===== src/rtl/frag_scan_if.sv =====
// Box-in / beat-out handshake bundle for frag_scan_iterator.
// The master modport is the box source and beat sink; the slave modport is the iterator.
interface frag_scan_if #(
  parameter int COORD_W = 10,
  parameter int LANES   = 4
);
  logic               in_valid;
  logic               in_ready;
  logic [COORD_W-1:0] min_x;
  logic [COORD_W-1:0] max_x;
  logic [COORD_W-1:0] min_y;
  logic [COORD_W-1:0] max_y;
  logic               out_valid;
  logic               out_ready;
  logic [COORD_W-1:0] out_x;
  logic [COORD_W-1:0] out_y;
  logic [LANES-1:0]   out_mask;
  logic               out_last;
  logic               done;
  logic [2*COORD_W:0] frag_count;

  modport master (
    output in_valid, min_x, max_x, min_y, max_y, out_ready,
    input  in_ready, out_valid, out_x, out_y, out_mask, out_last, done, frag_count
  );

  modport slave (
    input  in_valid, min_x, max_x, min_y, max_y, out_ready,
    output in_ready, out_valid, out_x, out_y, out_mask, out_last, done, frag_count
  );
endinterface


===== src/rtl/frag_scan_iterator.sv =====
// Raster-scans an inclusive pixel bounding box as beats of LANES adjacent fragments.
// Define FRAG_SCAN_SERPENTINE_EN to scan odd rows (relative to min_y) right-to-left.
module frag_scan_iterator #(
  parameter int COORD_W = 10,
  parameter int LANES   = 4
) (
  input  logic       clk,
  input  logic       rst,
  frag_scan_if.slave bus
);
  localparam int XW = COORD_W + 1;
  localparam int CW = 2 * COORD_W + 1;
`ifdef FRAG_SCAN_SERPENTINE_EN
  localparam bit SERP = 1'b1;
`else
  localparam bit SERP = 1'b0;
`endif
  localparam logic [1:0] IDLE = 2'd0;
  localparam logic [1:0] SCAN = 2'd1;
  localparam logic [1:0] DONE = 2'd2;
  localparam logic [COORD_W-1:0] STEP  = COORD_W'(LANES);
  localparam logic [COORD_W-1:0] ALIGN = ~COORD_W'(LANES - 1);

  logic [1:0]         state_reg, state_next;
  logic [COORD_W-1:0] min_x_reg, max_x_reg, max_y_reg, lbx_reg;
  logic [COORD_W-1:0] x_reg, y_reg;
  logic               odd_reg;
  logic [LANES-1:0]   mask_reg;
  logic               last_reg;
  logic [CW-1:0]      count_reg;

  logic               accept, fire, row_end, empty_box, load;
  logic [COORD_W-1:0] ld_min_x, ld_max_x, ld_max_y, ld_lbx, ld_x, ld_y;
  logic               ld_odd, ld_row_end, ld_last;
  logic [LANES-1:0]   ld_mask;

  function automatic logic [CW-1:0] popcount(input logic [LANES-1:0] m);
    logic [CW-1:0] n;
    n = '0;
    for (int i = 0; i < LANES; i++) n = n + CW'(m[i]);
    return n;
  endfunction

  assign accept    = (state_reg == IDLE) && bus.in_valid;
  assign fire      = (state_reg == SCAN) && bus.out_ready;
  assign row_end   = odd_reg ? (x_reg == min_x_reg) : (x_reg == lbx_reg);
  assign empty_box = (bus.min_x > bus.max_x) || (bus.min_y > bus.max_y);

  // Next beat position; on the last beat the position is simply reloaded unchanged.
  always_comb begin
    state_next = state_reg;
    load       = 1'b0;
    ld_min_x   = min_x_reg;
    ld_max_x   = max_x_reg;
    ld_max_y   = max_y_reg;
    ld_lbx     = lbx_reg;
    ld_x       = x_reg;
    ld_y       = y_reg;
    ld_odd     = odd_reg;
    case (state_reg)
      IDLE: begin
        if (accept) begin
          load       = 1'b1;
          ld_min_x   = bus.min_x;
          ld_max_x   = bus.max_x;
          ld_max_y   = bus.max_y;
          ld_lbx     = bus.min_x + ((bus.max_x - bus.min_x) & ALIGN);
          ld_x       = bus.min_x;
          ld_y       = bus.min_y;
          ld_odd     = 1'b0;
          state_next = empty_box ? DONE : SCAN;
        end
      end
      SCAN: begin
        if (fire) begin
          load = 1'b1;
          if (row_end) begin
            if (y_reg == max_y_reg) begin
              state_next = DONE;
            end else begin
              ld_y   = y_reg + 1'b1;
              ld_odd = SERP && !odd_reg;
              ld_x   = ld_odd ? lbx_reg : min_x_reg;
            end
          end else begin
            ld_x = odd_reg ? (x_reg - STEP) : (x_reg + STEP);
          end
        end
      end
      DONE:    state_next = IDLE;
      default: state_next = IDLE;
    endcase
  end

  // Lane mask compares in COORD_W+1 bits so lanes past 2^COORD_W-1 never wrap back in.
  for (genvar gi = 0; gi < LANES; gi++) begin : g_mask
    assign ld_mask[gi] = ({1'b0, ld_x} + XW'(gi)) <= {1'b0, ld_max_x};
  end

  assign ld_row_end = ld_odd ? (ld_x == ld_min_x) : (ld_x == ld_lbx);
  assign ld_last    = ld_row_end && (ld_y == ld_max_y);

  always_ff @(posedge clk or posedge rst) begin
    if (rst) begin
      state_reg <= IDLE;
      min_x_reg <= '0;
      max_x_reg <= '0;
      max_y_reg <= '0;
      lbx_reg   <= '0;
      x_reg     <= '0;
      y_reg     <= '0;
      odd_reg   <= 1'b0;
      mask_reg  <= '0;
      last_reg  <= 1'b0;
      count_reg <= '0;
    end else begin
      state_reg <= state_next;
      if (load) begin
        min_x_reg <= ld_min_x;
        max_x_reg <= ld_max_x;
        max_y_reg <= ld_max_y;
        lbx_reg   <= ld_lbx;
        x_reg     <= ld_x;
        y_reg     <= ld_y;
        odd_reg   <= ld_odd;
        mask_reg  <= ld_mask;
        last_reg  <= ld_last;
      end
      if (accept) begin
        count_reg <= '0;
      end else if (fire) begin
        count_reg <= count_reg + popcount(mask_reg);
      end
    end
  end

  assign bus.in_ready   = (state_reg == IDLE) && !rst;
  assign bus.out_valid  = (state_reg == SCAN);
  assign bus.out_x      = x_reg;
  assign bus.out_y      = y_reg;
  assign bus.out_mask   = mask_reg;
  assign bus.out_last   = last_reg;
  assign bus.done       = (state_reg == DONE);
  assign bus.frag_count = count_reg;
endmodule

===== src/flat_wrapper.sv =====
// flat-port wrapper written by rule: the top's interface ports become plain ports
module frag_scan_iterator_flat 
#(
  parameter int COORD_W = 10,
  parameter int LANES   = 4
)
  (clk, rst, bus_in_valid, bus_min_x, bus_max_x, bus_min_y, bus_max_y, bus_out_ready, bus_in_ready, bus_out_valid, bus_out_x, bus_out_y, bus_out_mask, bus_out_last, bus_done, bus_frag_count);
  frag_scan_if #(.COORD_W(COORD_W), .LANES(LANES)) bus_i ();
  input  logic clk;
  input  logic rst;
  input wire logic [$bits(bus_i.in_valid)-1:0] bus_in_valid;
  input wire logic [$bits(bus_i.min_x)-1:0] bus_min_x;
  input wire logic [$bits(bus_i.max_x)-1:0] bus_max_x;
  input wire logic [$bits(bus_i.min_y)-1:0] bus_min_y;
  input wire logic [$bits(bus_i.max_y)-1:0] bus_max_y;
  input wire logic [$bits(bus_i.out_ready)-1:0] bus_out_ready;
  output wire logic [$bits(bus_i.in_ready)-1:0] bus_in_ready;
  output wire logic [$bits(bus_i.out_valid)-1:0] bus_out_valid;
  output wire logic [$bits(bus_i.out_x)-1:0] bus_out_x;
  output wire logic [$bits(bus_i.out_y)-1:0] bus_out_y;
  output wire logic [$bits(bus_i.out_mask)-1:0] bus_out_mask;
  output wire logic [$bits(bus_i.out_last)-1:0] bus_out_last;
  output wire logic [$bits(bus_i.done)-1:0] bus_done;
  output wire logic [$bits(bus_i.frag_count)-1:0] bus_frag_count;
  assign bus_i.in_valid = bus_in_valid;
  assign bus_i.min_x = bus_min_x;
  assign bus_i.max_x = bus_max_x;
  assign bus_i.min_y = bus_min_y;
  assign bus_i.max_y = bus_max_y;
  assign bus_i.out_ready = bus_out_ready;
  assign bus_in_ready = bus_i.in_ready;
  assign bus_out_valid = bus_i.out_valid;
  assign bus_out_x = bus_i.out_x;
  assign bus_out_y = bus_i.out_y;
  assign bus_out_mask = bus_i.out_mask;
  assign bus_out_last = bus_i.out_last;
  assign bus_done = bus_i.done;
  assign bus_frag_count = bus_i.frag_count;
  frag_scan_iterator #(.COORD_W(COORD_W), .LANES(LANES)) u_core (.clk(clk), .rst(rst), .bus(bus_i));
endmodule

===== config.mk =====
export PLATFORM = sky130hd
export DESIGN_NAME = frag_scan_iterator_flat
export DESIGN_NICKNAME = d
export VERILOG_FILES = /design/src/rtl/frag_scan_if.sv /design/src/rtl/frag_scan_iterator.sv /design/src/flat_wrapper.sv
export SDC_FILE = /design/constraint.sdc
export NUM_CORES = 1
export LEC_CHECK = 0
export CAP_MARGIN = 20
export CORE_ASPECT_RATIO = 1.25
export CORE_UTILIZATION = 58
export CTS_BUF_LIST = sky130_fd_sc_hd__clkbuf_4
export DETAILED_ROUTE_END_ITERATION = 10
export GPL_TIMING_DRIVEN = 0
export PLACE_DENSITY = 0.85
export SYNTH_ARGS = -nofsm -noshare
export SYNTH_HDL_FRONTEND = slang
export SYNTH_SLANG_ARGS = --single-unit

===== constraint.sdc =====
create_clock -name clk -period 8.15 [get_ports clk]
set_input_delay 1.2225 -clock clk [delete_from_list [all_inputs] [get_ports clk]]
set_output_delay 1.2225 -clock clk [all_outputs]
set_load 0.1 [all_outputs]

==> results.toml, run 1 <==
[run_status]
outcome = "complete, no violations"

[routing]
drc_errors = 0
initialDrtViolationCount = 425
postRouteAntennaNets = 0
finalWirelength_mm = 20.5
vias = 6913
routedWlPerCell_um = 18.0
first_pass_iters = 5
viasPerCell = 6.09

[timing]
fmax_mhz = 163
fin_crit_ns = 6.15
tns_ns = 0
finalWorstSetupSlack_ns = 2.00
grt_setup_unrepaired = "no"
skew_ns = 0.0337
fin_crit_sh_pct = 75.5
worstMarginPinSlew_ns = 1.11
finalSetupViolCount = 0
drv_slew = 0
relSlewSlack_pct = 25.5
final_hold_viol_count = 0

[synth]
synth_top_cells_by_area = "dfrtp_1, ha_1, xnor2_1, nand2_1, xor2_1"
synth_top_area_cell = "dfrtp_1"
yosysWarnings = 0
yosysMostFrequentCell = "nand2_1"
synthDistinctLibCells = 71
synth_cells = 864
synth-edff-count = 0
ys.flop_type = "dfrtp_1"
synth-seq-cells = 89
avgSynthCellArea_um2 = 8.57
yosysSeqAreaShare_pct = 30.1
synthTopCellsByCount = "nand2_1, dfrtp_1, ha_1"
synth-async-reset-ratio_pct = 100
synth_top_area_share_pct = 30.1
synth_area_um2 = 7410
synth_nets = 992

[cells_and_area]
multi_input_area_um2 = 4790
fillCellCount = 1045
syn_to_final_growth_pct = 17.3
seq_area_um2 = 2230
largest_reg_flops = 21
insertedDiodeCount = 0
finalNetCount = 1096
drive_above_1_share_pct = 4.53

[power_and_ir_drop]
power_leakage_nw = 4.00
ir_drop_mv = 0.257
powerDensity_nw_per_um2 = 302

[clocking]
clk_pin_slew_ns = 0.14
cts_buffer_depth = 2
postCtsResizedCells = 0
root_buffer = "clkbuf_4"
insertion_delay_ns = 0.50
cts.sinks = 89
hold_buffers = 0
postCtsSetupBuffers = 0
cts_inserted_buffers = 9
htree_levels = 3
tritoncts = "yes"

[placed_design]
dp.final_hpwl_mm = 16.1
globalplace.congestion = 0.922
portBuffers = 92
pre_cts_ws_ns = 1.63

[global_routing]
antenna_found_initial = 0
grt_pass1_vias = 6799
grt_pass1_wl_mm = 33.0
overflow = 0
grt_start_max_net_pins = 62
track_usage_pct = 33.1

[die]
initial_core_util_pct = 60.4
placeableCoreArea_um2 = 12300
die_w_um = 103
die_h_um = 128
rows = 45
ioPinCount = 93
die_area_um2 = 13200

[min_path]
worstHoldPathCells = 2
min_from = "u_core.max_x_reg[4]$_DFFE_PP0P_"
hold_end = "u_core.max_x_reg[4]$_DFFE_PP0P_"
min_path_type = "register to register"

[critical_path]
rr_startpoint = "u_core.state_reg[1]$_DFFE_PP0P_"
cp_data_arrival_time_ns = 6.57
worstPathRequired_ns = 8.57
rrSetupSlack_ns = 2.68
cp_max_fo = 10
cp-start-kind = "input port"
r2r_cells = 20
endpoint_kind = "register"
r2r-end = "u_core.bus.out_mask[0]$_DFFE_PP0P_"
critPathKind = "input port to register"

[job]
maxCapViolCount = 0
## cells in the final DEF (no fill, tap or decap), types with 4 or more instances in the layout
master and n:
nand3_1 16, dfrtp_1 89, o22a_1 5, and3_1 9, clkbuf_1 13, a21o_1 9
o21a_1 13, and2_1 4, a211oi_1 9, o31ai_1 4, a2bb2oi_1 4, a21oi_1 40
clkdlybuf4s50_1 92, or3_1 8, nor3_1 20, nand2b_1 9, buf_2 4, o21ai_0 52
nand4_1 16, ha_1 80, o21bai_1 4, nor2_1 66, mux2i_1 23, nand2_1 108
clkbuf_4 9, buf_1 4, nor2b_1 12, xor2_1 42, xnor2_1 51, inv_1 70
o22ai_1 6, fa_1 4, nor4_1 8
## kinds of logic after synthesis
| kind of cell | count (synthesis) | share of synthesized area, % |
|---|---|---|
| mux | 26 | 3.56 |
| simple gates | 293 | 19.1 |
| xor+xnor | 93 | 11.0 |
| fa+ha+maj | 84 | 14.6 |
| flops | 89 | 30.1 |
| buf+inv | 97 | 5.29 |
| compound gates | 182 | 16.4 |
## critical path: stages
cell             delay (ns)
clkdlybuf4s50_1        0.48
nand2b_1               0.09
nor2_1                 0.38
clkbuf_1               0.46
buf_1                  0.51
clkbuf_1               0.61
clkbuf_1               0.55
nand2_1                0.12
nand2_1                0.10
inv_1                  0.11
ha_1                   0.33
o21a_1                 0.11
o21a_1                 0.16
o21a_1                 0.17
o21a_1                 0.17
o21a_1                 0.17
o21a_1                 0.16
o21a_1                 0.16
o21a_1                 0.16
o32a_1                 0.19
o21ai_0                0.15
## worst max path at each step
stage          cells after the start         start                                 end
3_3_place_gp                      21  bus_in_valid  u_core.bus.out_mask[0]$_DFFE_PP0P_
4_1_cts                           21  bus_in_valid  u_core.bus.out_mask[0]$_DFFE_PP0P_
2_1_floorplan                     22  bus_in_valid  u_core.bus.out_mask[0]$_DFFE_PP0P_
3_5_place_dp                      21  bus_in_valid  u_core.bus.out_mask[0]$_DFFE_PP0P_
5_1_grt                           23  bus_in_valid  u_core.bus.out_mask[0]$_DFFE_PP0P_
6_report                          21  bus_in_valid  u_core.bus.out_mask[0]$_DFFE_PP0P_
## power by group
group / internal, mW / leakage (nW) / switching [mW] / total, mW
sequential: 0.508 / 1.15 / 0.0886 / 0.597
combinational: 0.648 / 2.78 / 1.13 / 1.78
clock: 0.0902 / 0.0692 / 0.161 / 0.251
## per-layer routing
metal,routed length (µm),GRT usage (%),up-vias
met1,7780,38.4,3265
met4,1400,21.9,0
met2,9990,54.9,310
li1,-,-,3232
met3,1320,6.46,106
met5,0,0,-
## per-stage QoR
step	power [mW]	utilization, %	area, µm²	hold slack [ns]	std cells
3_3_place_gp	2.31	69.5	8530	0.451	1120
2_1_floorplan	1.94	-	7410	0.439	864
6_report	2.63	70.8	8690	0.494	1136
5_1_grt	2.82	70.8	8690	0.526	1136
3_5_place_dp	2.36	69.8	8560	0.460	1121
4_1_cts	2.61	70.8	8690	0.491	1136
## layout make-up
class | count | area share, %
multi-input combinational | 678 | 55.1
inverter | 72 | 3.14
clock buffer | 9 | 0.777
clock inverter | 6 | 0.691
timing repair buffer | 93 | 10.9
sequential | 89 | 25.6
buffer | 25 | 1.40
tap | 164 | 2.36
(Power assumes the default switching activity.)
==> run 2: changes to the inputs <==
- CORE_UTILIZATION: 58 -> 53
- PLACE_DENSITY: 0.85 -> 0.82
- clock period: 8.15 -> 5.3 ns (I/O delays scaled with it)
==> results.toml, run 2 (synthesized netlist as in run 1, its figures left out) <==
[routing]
met3_wirelength_mm = 1.03
vias = 6788
first_pass_iters = 5
routedWlPerCell_um = 18.3
dr_wl_met2_mm = 10.3
topRoutingLayerUsed = "met4"
viasPerCell = 5.91
met1_length_mm = 8.21
postRouteAntennaNets = 0
finalWirelength_mm = 21.0
initialDrtViolationCount = 404
drc_errors = 0

[timing]
drv_slew = 0
fmax_mhz = 201
hold_ws_ns = 0.489
skew_ns = 0.0137
fin_crit_sh_pct = 93.7
relSlewSlack_pct = 32.7
finalWorstSetupSlack_ns = 0.332
final_hold_viol_count = 0
worstMarginPinSlew_ns = 1.01
grt_setup_unrepaired = "no"
fin_crit_ns = 4.97
tns_ns = 0
finalSetupViolCount = 0

[die]
placeableCoreArea_um2 = 13500
rows = 47
die_h_um = 134
die_w_um = 108
initial_core_util_pct = 55.0
ioPinCount = 93
die_area_um2 = 14500

[placed_design]
dp.final_hpwl_mm = 16.5
pre_cts_ws_ns = -0.749
dp.cells = 1128
globalplace.congestion = 0.956
portBuffers = 92

[cells_and_area]
stdcell_count = 1148
final_common_cell = "nand2_1"
fillCellCount = 1144
fin_util_pct = 65.4
finalNetCount = 1099
largest_reg_flops = 21
drive_above_1_share_pct = 6.25
syn_to_final_growth_pct = 18.9
layout_common_cells = "nand2_1, clkdlybuf4s50_1, dfrtp_1, ha_1, inv_1"

[run_status]
outcome = "complete, no violations"

[critical_path]
critPathKind = "input port to register"
cp_data_arrival_time_ns = 5.36
rr_startpoint = "u_core.odd_reg$_DFFE_PP0P_"
r2r_cells = 22
endpoint_kind = "register"
r2r-end = "u_core.bus.out_mask[1]$_DFFE_PP0P_"
worstPathRequired_ns = 5.69
cp-start-kind = "input port"
cp_max_fo = 12
rrSetupSlack_ns = 0.37

[global_routing]
overflow = 0
antenna_found_initial = 1
grt_pass1_vias = 6776
grt_start_max_net_pins = 65
grt_pass1_wl_mm = 33.4
track_usage_pct = 30.3

[clocking]
cts_buffer_depth = 2
insertion_delay_ns = 0.46
hold_buffers = 0
clk_pin_slew_ns = 0.14
htree_levels = 3
root_buffer = "clkbuf_4"
cts_inserted_buffers = 9
tritoncts = "yes"
cts.sinks = 89

[job]
maxCapViolCount = 0

[power_and_ir_drop]
powerDensity_nw_per_um2 = 469
ir_drop_mv = 0.367
p_sw_mw = 2.14
comb_power_share_pct = 67.0
pwr-share-clk_pct = 10.6
intPower_mw = 1.99
power_frac_seq_pct = 22.5
p_sw_share_pct = 51.9
power_leakage_nw = 4.08

[min_path]
worstHoldPathCells = 2
hold_end = "u_core.max_x_reg[5]$_DFFE_PP0P_"
min_path_type = "register to register"
min_from = "u_core.max_x_reg[5]$_DFFE_PP0P_"
## run 2: cell count changes in the layout (fill, tap and decap cells not counted), moves of 2 or more
cell	delta
clkbuf_1	-7
clkinv_2	-2
buf_2	+2
clkbuf_4	+2
buf_1	-2
clkbuf_2	+6
buf_4	+4
## run 2: cell type report
cell class	instances	area, µm²	area share [%]
Antenna cell	1	2.50	0.0284
Buffer	24	128	1.45
Clock buffer	11	82.6	0.938
Clock inverter	5	80.1	0.909
Inverter	72	273	3.10
Multi-Input combinational cell	678	4820	54.7
Sequential cell	89	2230	25.3
Tap cell	171	214	2.43
Timing Repair Buffer	97	978	11.1
## run 2: what timing repair did
| action | 4_1_cts | 5_1_grt |
|---|---|---|
| endpoints found under the setup margin | 3 | 4 |
| endpoints found under the hold margin | 0 | 0 |
| buffers inserted | 0 | 4 |
| pin swaps | 1 | 2 |
| resized for setup | 5 | 13 |
## run 2: metrics by stage
stage	power, mW	instance area [µm²]
floorplan	2.98	7410
global placement	3.56	8540
detailed placement	3.64	8570
CTS	4.09	8750
global route	4.41	8810
finish	4.13	8810
## run 2: worst max path at each step
stage / startpoint / slack, ns / end / cells after the start
after floorplan: u_core.bus.out_y[2]$_DFFE_PP0P_ / 0.55 / u_core.bus.out_mask[0]$_DFFE_PP0P_ / 20
after global placement: bus_in_valid / -0.70 / u_core.bus.out_mask[0]$_DFFE_PP0P_ / 21
after detailed placement: bus_in_valid / -0.75 / u_core.bus.out_mask[0]$_DFFE_PP0P_ / 21
after CTS: u_core.odd_reg$_DFFE_PP0P_ / 0.0007 / u_core.bus.out_mask[1]$_DFFE_PP0P_ / 22
after global routing: u_core.odd_reg$_DFFE_PP0P_ / 0.06 / u_core.bus.out_mask[1]$_DFFE_PP0P_ / 17
final: bus_in_valid / 0.33 / u_core.bus.out_mask[0]$_DFFE_PP0P_ / 22
## run 2: per-layer routing
layer | GRT usage (%) | vias up
li1 | - | 3237
met3 | 4.42 | 89
met5 | 0 | -
met1 | 34.6 | 3218
met4 | 21.2 | 0
met2 | 51.8 | 244
## run 2: power by group through the flow
| stage | Sequential [mW] | Combinational, mW | Clock [mW] |
|---|---|---|---|
| final | 0.928 | 2.76 | 0.436 |
| after global routing | 0.939 | 3.00 | 0.470 |
| after floorplan | 1.50 | 1.48 | 0 |
| after global placement | 0.929 | 2.64 | 0 |
| after CTS | 0.919 | 2.73 | 0.440 |
| after detailed placement | 0.932 | 2.71 | 0 |
## run 2: worst max-delay path, cell delays in order
cell and delay, ns:
clkdlybuf4s50_1 0.49, clkbuf_2 0.23, nor2b_1 0.37, nand2_2 0.26, clkbuf_2 0.27, clkbuf_1 0.28
buf_2 0.26, nand2_1 0.09, nand2_1 0.08, inv_1 0.15, ha_1 0.30, nor2b_1 0.15
o21a_1 0.16, o21a_1 0.16, o21a_1 0.16, o21a_1 0.16, o21a_1 0.17, o21a_1 0.17
o21a_1 0.17, o21a_1 0.16, o32a_1 0.17, o21ai_0 0.15
